===== src/rtl/hmc_tx_token_pkg.sv =====
// hmc_tx_token_pkg: shared state type, flit size and popcount helper for the TX token gate
package hmc_tx_token_pkg;
  typedef enum logic {INIT, RUN} state_t;
  localparam int FLIT_SIZE = 128;
  localparam int MAX_FPW = 8;
  function automatic logic [3:0] popcount(input logic [MAX_FPW-1:0] m);
    popcount = '0;
    for (int i = 0; i < MAX_FPW; i++) popcount = popcount + {3'b0, m[i]};
  endfunction
endpackage


===== src/rtl/hmc_tx_token_oreg.sv =====
// hmc_tx_token_oreg: one-deep valid/ready output register holding a whole FPW-wide word
module hmc_tx_token_oreg #(
  parameter int DWIDTH = 512,
  parameter int FPW = 4
) (
  input  logic              clk_hmc,
  input  logic              res,
  input  logic              ld,
  input  logic [DWIDTH-1:0] d_data,
  input  logic [FPW-1:0]    d_flit_valid,
  input  logic [FPW-1:0]    d_hdr,
  input  logic [FPW-1:0]    d_tail,
  input  logic              m_ready,
  output logic              free,
  output logic [DWIDTH-1:0] m_data,
  output logic [FPW-1:0]    m_flit_valid,
  output logic [FPW-1:0]    m_hdr,
  output logic [FPW-1:0]    m_tail,
  output logic              m_valid
);
  assign free = !m_valid || m_ready;
  // load on accept, otherwise drain when downstream takes the word
  always_ff @(posedge clk_hmc) begin
    if (res) begin
      m_valid <= 1'b0;
      m_data <= '0;
      m_flit_valid <= '0;
      m_hdr <= '0;
      m_tail <= '0;
    end else if (ld) begin
      m_valid <= 1'b1;
      m_data <= d_data;
      m_flit_valid <= d_flit_valid;
      m_hdr <= d_hdr;
      m_tail <= d_tail;
    end else if (m_ready) begin
      m_valid <= 1'b0;
    end
  end
endmodule


===== src/rtl/hmc_tx_token_gate.sv =====
// hmc_tx_token_gate: holds back whole TX words until enough HMC input-buffer tokens are available
module hmc_tx_token_gate
  import hmc_tx_token_pkg::*;
#(
  parameter int FPW = 4,
  parameter int LOG_FPW = 2,
  parameter int DWIDTH = FPW * FLIT_SIZE,
  parameter int LOG_MAX_HMC_TOKENS = 10
) (
  input  logic                        clk_hmc,
  input  logic                        res,
  input  logic [LOG_MAX_HMC_TOKENS:0] cfg_hmc_tokens,
  input  logic                        cfg_load,
  input  logic [DWIDTH-1:0]           s_data,
  input  logic [FPW-1:0]              s_flit_valid,
  input  logic [FPW-1:0]              s_hdr,
  input  logic [FPW-1:0]              s_tail,
  input  logic                        s_valid,
  output logic                        s_ready,
  output logic [DWIDTH-1:0]           m_data,
  output logic [FPW-1:0]              m_flit_valid,
  output logic [FPW-1:0]              m_hdr,
  output logic [FPW-1:0]              m_tail,
  output logic                        m_valid,
  input  logic                        m_ready,
  input  logic                        tok_ret_valid,
  input  logic [LOG_MAX_HMC_TOKENS-1:0] tok_ret,
  output logic [LOG_MAX_HMC_TOKENS:0] tokens_avail,
  output logic [15:0]                 stall_cnt,
  output logic                        err_overflow
);
  localparam int TW = LOG_MAX_HMC_TOKENS + 2;
  localparam logic [TW-1:0] TOK_MAX = TW'(1) << LOG_MAX_HMC_TOKENS;
  state_t state;
  logic [LOG_MAX_HMC_TOKENS:0] tokens;
  logic [MAX_FPW-1:0] mask;
  logic [LOG_FPW:0] pop;
  logic [TW-1:0] tok_next;
  logic tok_ok, free, accept, over, stall;
  // widen the per-flit mask to the helper's fixed width
  always_comb begin
    mask = '0;
    mask[FPW-1:0] = s_flit_valid;
  end
  assign pop = (LOG_FPW + 1)'(popcount(mask));
  assign tok_ok = TW'(tokens) >= TW'(pop);
  assign s_ready = (state == RUN) && tok_ok && free;
  assign accept = s_valid && s_ready;
  assign stall = (state == RUN) && s_valid && !tok_ok && free;
  assign tok_next = TW'(tokens) + (tok_ret_valid ? TW'(tok_ret) : '0) - (accept ? TW'(pop) : '0);
  assign over = tok_next > TOK_MAX;
  assign tokens_avail = tokens;
  // FSM, token counter and stall counter; returned tokens only count from the next cycle
  always_ff @(posedge clk_hmc) begin
    if (res) begin
      state <= INIT;
      tokens <= '0;
      stall_cnt <= '0;
      err_overflow <= 1'b0;
    end else if (state == INIT) begin
      if (cfg_load) begin
        tokens <= cfg_hmc_tokens;
        state <= RUN;
      end
    end else begin
      tokens <= over ? TOK_MAX[LOG_MAX_HMC_TOKENS:0] : tok_next[LOG_MAX_HMC_TOKENS:0];
      if (over) err_overflow <= 1'b1;
      if (stall && stall_cnt != 16'hFFFF) stall_cnt <= stall_cnt + 16'd1;
    end
  end
  hmc_tx_token_oreg #(.DWIDTH(DWIDTH), .FPW(FPW)) u_oreg (
    .clk_hmc(clk_hmc),
    .res(res),
    .ld(accept),
    .d_data(s_data),
    .d_flit_valid(s_flit_valid),
    .d_hdr(s_hdr),
    .d_tail(s_tail),
    .m_ready(m_ready),
    .free(free),
    .m_data(m_data),
    .m_flit_valid(m_flit_valid),
    .m_hdr(m_hdr),
    .m_tail(m_tail),
    .m_valid(m_valid)
  );
endmodule


===== config.mk =====
export PLATFORM = sky130hd
export DESIGN_NAME = hmc_tx_token_gate
export DESIGN_NICKNAME = d
export VERILOG_FILES = /design/src/rtl/hmc_tx_token_pkg.sv /design/src/rtl/hmc_tx_token_oreg.sv /design/src/rtl/hmc_tx_token_gate.sv
export SDC_FILE = /design/constraint.sdc
export NUM_CORES = 1
export LEC_CHECK = 0
export ABC_AREA = 1
export CAP_MARGIN = 20
export CORE_AREA = 2 2 432 434
export CTS_CLUSTER_DIAMETER = 100
export DETAILED_ROUTE_END_ITERATION = 7
export DIE_AREA = 0 0 434 436
export GPL_TIMING_DRIVEN = 0
export PLACE_DENSITY = 0.41
export SLEW_MARGIN = 10
export SYNTH_ARGS = -nofsm -noshare
export SYNTH_HDL_FRONTEND = slang
export SYNTH_SLANG_ARGS = --single-unit

===== constraint.sdc =====
create_clock -name clk_hmc -period 6.4 [get_ports clk_hmc]
set_clock_uncertainty 0.15 [all_clocks]
set_input_delay 0.64 -clock clk_hmc [delete_from_list [all_inputs] [get_ports clk_hmc]]
set_output_delay 0.64 -clock clk_hmc [all_outputs]
set_load 0.01 [all_outputs]

==> results of run 1 <==
-- cells by family (layout without fill, tap and decap cells) --
family,after synthesis,after routing,synth area share
simple gates,1269,1269,0.236
compound gates,581,581,0.141
flops,554,554,0.535
buf+inv,265,1509,0.0660
fa+ha+maj,29,29,0.0189
xor+xnor,9,9,0.00380
other cells,0,16,0
-- layout by cell type (no fill, tap or decap), types with 3 or more instances in the layout --
cell type / instances
sky130_fd_sc_hd__clkbuf_8: 15
sky130_fd_sc_hd__a31oi_1: 3
sky130_fd_sc_hd__clkbuf_2: 4
sky130_fd_sc_hd__clkbuf_16: 80
sky130_fd_sc_hd__inv_1: 78
sky130_fd_sc_hd__nor2_1: 1093
sky130_fd_sc_hd__clkbuf_1: 136
sky130_fd_sc_hd__nand3_1: 28
sky130_fd_sc_hd__nor3_1: 12
sky130_fd_sc_hd__clkdlybuf4s50_1: 1102
sky130_fd_sc_hd__nand4_1: 7
sky130_fd_sc_hd__a21oi_1: 29
sky130_fd_sc_hd__fa_1: 4
sky130_fd_sc_hd__xnor2_1: 3
sky130_fd_sc_hd__diode_2: 16
sky130_fd_sc_hd__buf_6: 45
sky130_fd_sc_hd__nand3b_1: 3
sky130_fd_sc_hd__clkinv_2: 8
sky130_fd_sc_hd__buf_4: 6
sky130_fd_sc_hd__buf_2: 10
sky130_fd_sc_hd__inv_6: 4
sky130_fd_sc_hd__dfxtp_1: 554
sky130_fd_sc_hd__bufinv_16: 6
sky130_fd_sc_hd__xor2_1: 6
sky130_fd_sc_hd__inv_2: 3
sky130_fd_sc_hd__o21ai_0: 548
sky130_fd_sc_hd__ha_1: 25
sky130_fd_sc_hd__nand2_1: 118
sky130_fd_sc_hd__clkinvlp_4: 4
-- per-stage QoR --
step | worst slack [ns] | setup TNS [ns] | power, W | utilization | cells
after CTS | 0.0376 | 0 | 0.0109 | 0.203 | 6431
after global routing | 0.0102 | 0 | 0.0112 | 0.203 | 6435
final | 0.447 | 0 | 0.0107 | 0.204 | 6447
after detailed placement | -0.706 | -7.53 | 0.00625 | 0.189 | 6290
after global placement | -0.692 | -7.42 | 0.00624 | 0.189 | 6289
after floorplan | 1.45 | 0 | 0.00479 | - | 2707
-- synth_stat cells, drive strengths merged, types with 4 or more instances --
cell type and n:
fa 4, inv 81, nand3 29, nand4 7, nand2 120, nor2 1094, clkbuf 120, buf 62
nand3b 4, xor2 6, nor3 12, ha 25, o21ai 548, a21oi 29, dfxtp 554
-- cell type report --
type	count	area (sq um)	share of cell area
Antenna cell	16	40.0	0.00106
Tap cell	2480	3100	0.0825
Buffer	182	1060	0.0282
Sequential cell	554	11100	0.295
Clock inverter	26	364	0.00968
Inverter	83	312	0.00829
Timing Repair Buffer	1103	11100	0.294
Clock buffer	115	2280	0.0607
Multi-Input combinational cell	1888	8290	0.220
-- routing by layer --
metal,track usage,part of all wire,routed length [um]
met1,0.187,0.42,62200
met4,0.0408,0.023,3410
met2,0.262,0.48,72500
met3,0.0390,0.076,11400
met5,0,0.00066,99
-- registers in the layout (all words and copies together), names as in the netlist --
register and cells:
u_oreg.m_data 512, stall_cnt 16, tokens_avail 11, u_oreg.m_flit_valid 4
u_oreg.m_hdr 4, u_oreg.m_tail 4, err_overflow 1, state 1
u_oreg.m_valid 1
-- path summary, 6_finish.rpt --
check                        from               to  slack (ns)  depth (start not counted)
setup / recovery  s_flit_valid[3]  tokens_avail[6]        0.45                         30
hold / removal                res   u_oreg.m_valid        0.23                          2
setup reg to reg  tokens_avail[0]  tokens_avail[6]        1.59                         28
hold reg to reg      err_overflow     err_overflow        0.31                          2
-- critical path: cells and delay by family --
kind            cells  cell delay, ns
simple gates       15            1.81
fa+ha+maj           6            2.01
buf+inv             7            1.57
compound gates      2            0.37
-- power by group through the flow --
stage | logic (W) | registers [W] | clock network (W)
after detailed placement | 0.00228 | 0.00397 | 0
after global routing | 0.00244 | 0.00393 | 0.00486
after floorplan | 0.000737 | 0.00406 | 0
after CTS | 0.00229 | 0.00390 | 0.00473
final | 0.00225 | 0.00390 | 0.00456
after global placement | 0.00228 | 0.00396 | 0
==> results_tabular.tex, run 1 <==
\begin{tabular}{lr}
\hline
Metric & Value \\
\hline
\multicolumn{2}{l}{\textbf{Worst setup path}} \\
Crit-path slowest cell & sky130\_fd\_sc\_hd\_\_clkdlybuf4s50\_1 \\
Startpoint types & input port \\
Data arrival time of the critical path & 6.40 ns \\
Worst endpoint required time & 6.85 ns \\
Worst Path Class, Setup & in2reg \\
CP endpoint kind & register \\
Most used cell along the critical path & sky130\_fd\_sc\_hd\_\_nand2\_1 \\
Max FO, Critical Path & 10 \\
Worst stage delay on the critical path & 0.69 ns \\
\multicolumn{2}{l}{\textbf{Detailed routing}} \\
Remaining antenna violation count after routing & 0 \\
Number of design-rule violations left by the first detailed-router iteration & 1242 \\
Final routed DRC violation total & 0 \\
Number of vias after detailed routing & between 20000 and 25000 \\
Routed wirelength normalized by instance count & 23.2 um \\
Mean number of vias per cell & 3.55 \\
Total wire length after detailed routing & 150000 um \\
First-pass iteration count of the detailed router & 5 \\
\multicolumn{2}{l}{\textbf{GRT}} \\
Total overflow reported by the global router & 0 \\
First-pass GRT wire length & 196000 um \\
Gr usage total & 0.153 \\
Number of antenna violations at the first check in global routing & 56 \\
Number of global-route vias before repair & 22100 \\
Pin count of the biggest net entering global routing & 12 \\
\multicolumn{2}{l}{\textbf{Synth}} \\
Ys async rst share & 0 \\
Sequential share of the synthesized area & 0.535 \\
Total nets after synthesis & roughly 3300 \\
Ys Warns & 0 \\
Mean instance size in the synthesized netlist & 7.66 sq um \\
Area share of the largest cell type after synthesis & 0.535 \\
Post-synth cell types & 32 \\
Biggest area contributors in the synthesized netlist & sky130\_fd\_sc\_hd\_\_dfxtp\_1 (53\%), sky130\_fd\_sc\_hd\_\_nor2\_1 (20\%), sky130\_fd\_sc\_hd\_\_o21ai\_0 (13\%) \\
Cell taking the most area after synthesis & sky130\_fd\_sc\_hd\_\_dfxtp\_1 \\
Number of synthesized flops with an enable pin & 0 \\
Number of register bits inferred by synthesis & 554 \\
Synthesized area & 20700 sq um \\
Commonest register cell after synthesis & sky130\_fd\_sc\_hd\_\_dfxtp\_1 \\
Synthesized instance count & 2707 \\
\multicolumn{2}{l}{\textbf{Floorplanning}} \\
Starting density of the core & 0.112 \\
Core region area & 185000 sq um \\
Die outline height & between 400 and 500 um \\
Die span in x & 434 um \\
Total Die Area & 189000 sq um \\
Count of boundary I/O pins & 1105 \\
Number of rows in the core area & 158 \\
\multicolumn{2}{l}{\textbf{Power}} \\
Leakage power of the design & $\sim$14 nW \\
Internal power consumption & 0.00752 W \\
Relative contribution of sequential cells to total power & 0.364 \\
Combinational Power Share & 0.210 \\
Portion of total power attributed to the clock network & 0.426 \\
Max IR drop VDD & between 0.15 and 0.2 mV \\
Switching pwr & 0.00319 W \\
Net Sw Frac & 0.298 \\
Power density of the placed cells & between 200 and 300 nW/um\^{}2 \\
\multicolumn{2}{l}{\textbf{Place}} \\
Cell area after placement & 34900 sq um \\
Final weighted congestion in routability-driven placement & 0.921 \\
Port Buffer Count & 1102 \\
Hpwl dp & roughly 130000 um \\
\multicolumn{2}{l}{\textbf{Clock network}} \\
Number of setup buffers added after CTS & 0 \\
Clock-pin slew reported for the worst setup and hold paths after clock tree synthesis & 0.06 ns \\
Clock Sink Count & 554 \\
Number of buffers inserted during clock tree synthesis & 78 \\
H-tree Lvls & 3 \\
TritonCTS clock tree & yes \\
Clock root buffer & sky130\_fd\_sc\_hd\_\_clkbuf\_16 \\
Count of cells resized by post-cts repair & 0 \\
Maximum number of buffers from clock root to sink & 3 \\
Insertion delay to the later sink of the worst-skew pair & roughly 0.68 ns \\
\# hold bufs at CTS & 0 \\
\multicolumn{2}{l}{\textbf{Finish}} \\
Final non-filler cell area & 37600 sq um \\
Layout cells sized above 1 & 0.0499 \\
Final-stage net count & 4470 \\
Fillcell total & 20900 \\
Area delta synth->final & 81.3\% \\
\multicolumn{2}{l}{\textbf{Outcome}} \\
Result of the run & finished, final reports clean \\
\multicolumn{2}{l}{\textbf{Timing}} \\
Slew margin rel. & 0.383 \\
Setup Viol. Count Final & 0 \\
Achievable clock frequency & 168 MHz \\
Hold Vio Cnt, Final & 0 \\
Period minus WS final & 5.95 ns \\
Worst Max-Slew Pin Slew & just over 0.9 ns \\
Final count of pins violating max slew & 0 \\
Setup repair after global routing missed its margin & false \\
Final hold slack & 0.226 ns \\
Final critical-path share of the clock period & 0.930 \\
\multicolumn{2}{l}{\textbf{Worst hold path}} \\
Hold WC Path Type & in2reg \\
\multicolumn{2}{l}{\textbf{Job}} \\
Number of max-cap violations & 0 \\
\hline
\end{tabular}
Power figures use the tool's default switching activity.
==> run 2, diff against run 1 <==
- CELL_PAD_IN_SITES_DETAIL_PLACEMENT: not set -> 0
- CELL_PAD_IN_SITES_GLOBAL_PLACEMENT: not set -> 1
- CORE_AREA: 2 2 432 434 -> 2 2 435 437
- DIE_AREA: 0 0 434 436 -> 0 0 437 439
- PLACE_DENSITY: 0.41 -> 0.51
- clock period: 6.4 -> 5 ns (I/O delays scaled with it)
==> results_tabular.tex, run 2 (synthesis results as in run 1) <==
\begin{tabular}{lr}
\hline
Metric & Value \\
\hline
\multicolumn{2}{l}{\textbf{Finish}} \\
Most flops, register & u\_oreg.m\_data \\
Final-stage net count & 4478 (+0.18\%) \\
Most common cell after layout, fill and taps aside & sky130\_fd\_sc\_hd\_\_clkdlybuf4s50\_1 \\
Area of the multi-input gates & 8370 sq um (+0.91\%) \\
Commonest cells after routing, fill and taps aside & sky130\_fd\_sc\_hd\_\_clkdlybuf4s50\_1 (1099), sky130\_fd\_sc\_hd\_\_nor2\_1 (1092), sky130\_fd\_sc\_hd\_\_dfxtp\_1 (554) \\
Flip-flop count of the largest register, all copies and words added & 512 (unchanged) \\
Layout cells sized above 1 & 0.0546 (+0.00471) \\
Fillcell total & 21100 (+1.0\%) \\
Seq. cell area & 11100 sq um (unchanged) \\
Area delta synth->final & 82.0\% \\
Final non-filler cell area & 37700 sq um (+0.36\%) \\
Final standard cell count with taps included and fillers excluded & 6464 (+0.26\%) \\
\multicolumn{2}{l}{\textbf{Outcome}} \\
Result of the run & finished, final reports clean \\
\multicolumn{2}{l}{\textbf{Detailed routing}} \\
First-pass iteration count of the detailed router & 4 (-1) \\
Total wire length after detailed routing & 150000 um (+0.12\%) \\
Mean number of vias per cell & 3.51 (-1.1\%) \\
Number of design-rule violations left by the first detailed-router iteration & 1126 (-9.3\%) \\
Remaining antenna violation count after routing & 0 (unchanged) \\
Number of vias after detailed routing & 22700 (-0.87\%) \\
Final routed DRC violation total & 0 (unchanged) \\
Routed wirelength normalized by instance count & 23.2 um (-0.14\%) \\
\multicolumn{2}{l}{\textbf{Worst setup path}} \\
Launching instance or port of the critical path & s\_flit\_valid[3] \\
Worst stage delay on the critical path & 0.51 ns (-0.18 ns) \\
Startpoint types & input port \\
Worst endpoint required time & 5.44 ns (-1.41 ns) \\
Crit-path slowest cell & sky130\_fd\_sc\_hd\_\_fa\_1 \\
Buffers and inverters on the worst path & 3 (-4) \\
CP endpoint kind & register \\
Number of cells on the critical path & 25 (-17\%) \\
Data arrival time of the critical path & 5.02 ns (-1.38 ns) \\
R2R cell count & 20 (-29\%) \\
Worst Path Class, Setup & in2reg \\
R2R Path Start & tokens\_avail[2] \\
Max FO, Critical Path & 5 (-5) \\
Gate family responsible for the most delay along the worst path & adder cells \\
\multicolumn{2}{l}{\textbf{Place}} \\
Cell area after placement & 35000 sq um (+0.24\%) \\
Number of placed instances with taps included & 6309 (+0.30\%) \\
Hpwl dp & 126000 um (+0.25\%) \\
Port Buffer Count & 1102 (unchanged) \\
Final weighted congestion in routability-driven placement & 0.873 (-5.3\%) \\
\multicolumn{2}{l}{\textbf{Timing}} \\
Final count of pins violating max slew & 0 (unchanged) \\
Period minus WS final & 4.58 ns \\
Setup Viol. Count Final & 0 (unchanged) \\
Achievable clock frequency & between 200 and 250 MHz \\
Final critical-path share of the clock period & 0.916 \\
Setup repair after global routing missed its margin & false \\
Slew margin rel. & 0.278 (-0.105) \\
Worst Max-Slew Pin Slew & 1.07 ns (+0.156 ns) \\
Hold Vio Cnt, Final & 0 (unchanged) \\
\multicolumn{2}{l}{\textbf{GRT}} \\
First-pass GRT wire length & 197000 um (+0.37\%) \\
Gr usage total & 0.150 (-0.00292) \\
Number of global-route vias before repair & 22400 (+1.2\%) \\
Pin count of the biggest net entering global routing & 12 (unchanged) \\
Total overflow reported by the global router & 0 (unchanged) \\
Number of antenna violations at the first check in global routing & 51 (-8.9\%) \\
\multicolumn{2}{l}{\textbf{Clock network}} \\
Insertion delay to the later sink of the worst-skew pair & 0.67 ns (about the same) \\
Clock root buffer & sky130\_fd\_sc\_hd\_\_clkbuf\_16 \\
Number of buffers inserted during clock tree synthesis & 78 (unchanged) \\
Maximum number of buffers from clock root to sink & 3 (unchanged) \\
H-tree Lvls & 3 (unchanged) \\
Clock-pin slew reported for the worst setup and hold paths after clock tree synthesis & 0.06 ns (about the same) \\
Clock Sink Count & 554 (unchanged) \\
TritonCTS clock tree & yes \\
\multicolumn{2}{l}{\textbf{Worst hold path}} \\
Hold WC Path Type & in2reg \\
Hold Startpoint & s\_flit\_valid[0] \\
Cells on Worst Hold Path & 3 (+1) \\
\multicolumn{2}{l}{\textbf{Floorplanning}} \\
Die span in x & 437 um (+0.69\%) \\
Starting density of the core & 0.111 (-0.00142) \\
Total Die Area & 192000 sq um (+1.4\%) \\
Die outline height & 439 um (+0.69\%) \\
Number of rows in the core area & 159 (+0.63\%) \\
Count of boundary I/O pins & 1105 (unchanged) \\
Core region area & 187000 sq um (+1.3\%) \\
\multicolumn{2}{l}{\textbf{Job}} \\
Number of max-cap violations & 0 (unchanged) \\
\multicolumn{2}{l}{\textbf{Power}} \\
Max IR drop VDD & 0.213 mV (+28\%) \\
Power density of the placed cells & 362 nW/um\^{}2 (+27\%) \\
Leakage power of the design & 13.7 nW (+0.50\%) \\
\hline
\end{tabular}
## run 2: cell count changes in the layout (fill, tap and decap cells not counted), moves of 2 or more
cell                              delta
sky130_fd_sc_hd__inv_6               +4
sky130_fd_sc_hd__diode_2             -5
sky130_fd_sc_hd__dlymetal6s2s_1      +2
sky130_fd_sc_hd__clkinvlp_4          -2
sky130_fd_sc_hd__clkdlybuf4s50_1     -3
sky130_fd_sc_hd__nand3_2             +4
sky130_fd_sc_hd__buf_8               +2
sky130_fd_sc_hd__buf_4               +3
sky130_fd_sc_hd__clkinv_2            +2
sky130_fd_sc_hd__nand2_2             +2
sky130_fd_sc_hd__nand3_1             -5
sky130_fd_sc_hd__clkbuf_2            -2
## run 2: worst register-to-register path: cells and delay by family (launching register included)
family / cells / cell delay, ns
simple gates: 14 / 1.63
fa+ha+maj: 3 / 1.28
flops: 1 / 0.42
compound gates: 2 / 0.34
buf+inv: 1 / 0.07
## run 2: area by class of cell
cell class              count  share of cell area
clock inverters            29             0.00962
well taps                2495              0.0827
repair buffers           1111               0.296
diodes                     11            0.000729
clock buffers             111              0.0595
inverters                  83             0.00826
multi-input cells        1890               0.222
flip-flops and latches    554               0.294
plain buffers             180              0.0277
## run 2: power by group
part           switching, W  internal (W)
Sequential         0.000219       0.00477
Clock               0.00235       0.00341
Combinational       0.00152       0.00138
Total               0.00410       0.00956
## run 2: metal layers
layer	share of wire	GRT usage	routed length [um]	vias to the layer above
met5	0.0011	0	162	-
met4	0.024	0.0396	3600	26
met3	0.069	0.0441	10400	178
met2	0.49	0.260	73700	775
met1	0.41	0.179	62000	10600
li1	-	-	-	11100
## run 2: stage by stage
stage	setup TNS (ns)	hold WS (ns)	util	power, W	worst slack, ns
CTS	0	0.0150	0.201	0.0139	0.0290
detailed placement	-49.95	0.289	0.187	0.00800	-2.04
floorplan	0	0.324	-	0.00613	0.186
finish	0	0.0452	0.202	0.0137	0.420
global route	0	0.0314	0.202	0.0143	0.194
global placement	-53.19	0.288	0.187	0.00798	-2.00
## run 2: worst paths after layout
path / end / slack, ns
setup / recovery: tokens_avail[4] / 0.42
hold / removal: u_oreg.m_flit_valid[0] / 0.05
setup reg to reg: tokens_avail[4] / 1.02
hold reg to reg: err_overflow / 0.30
## run 2: timing repair
| action | 4_1_cts | 5_1_grt |
|---|---|---|
| setup endpoints to repair | 12 | 10 |
| cloned | 1 | 1 |
| gates resized for setup | 6 | 13 |
| buffers inserted | 2 | 2 |
| hold buffers | 0 | 0 |
| pin swaps | 2 | 3 |
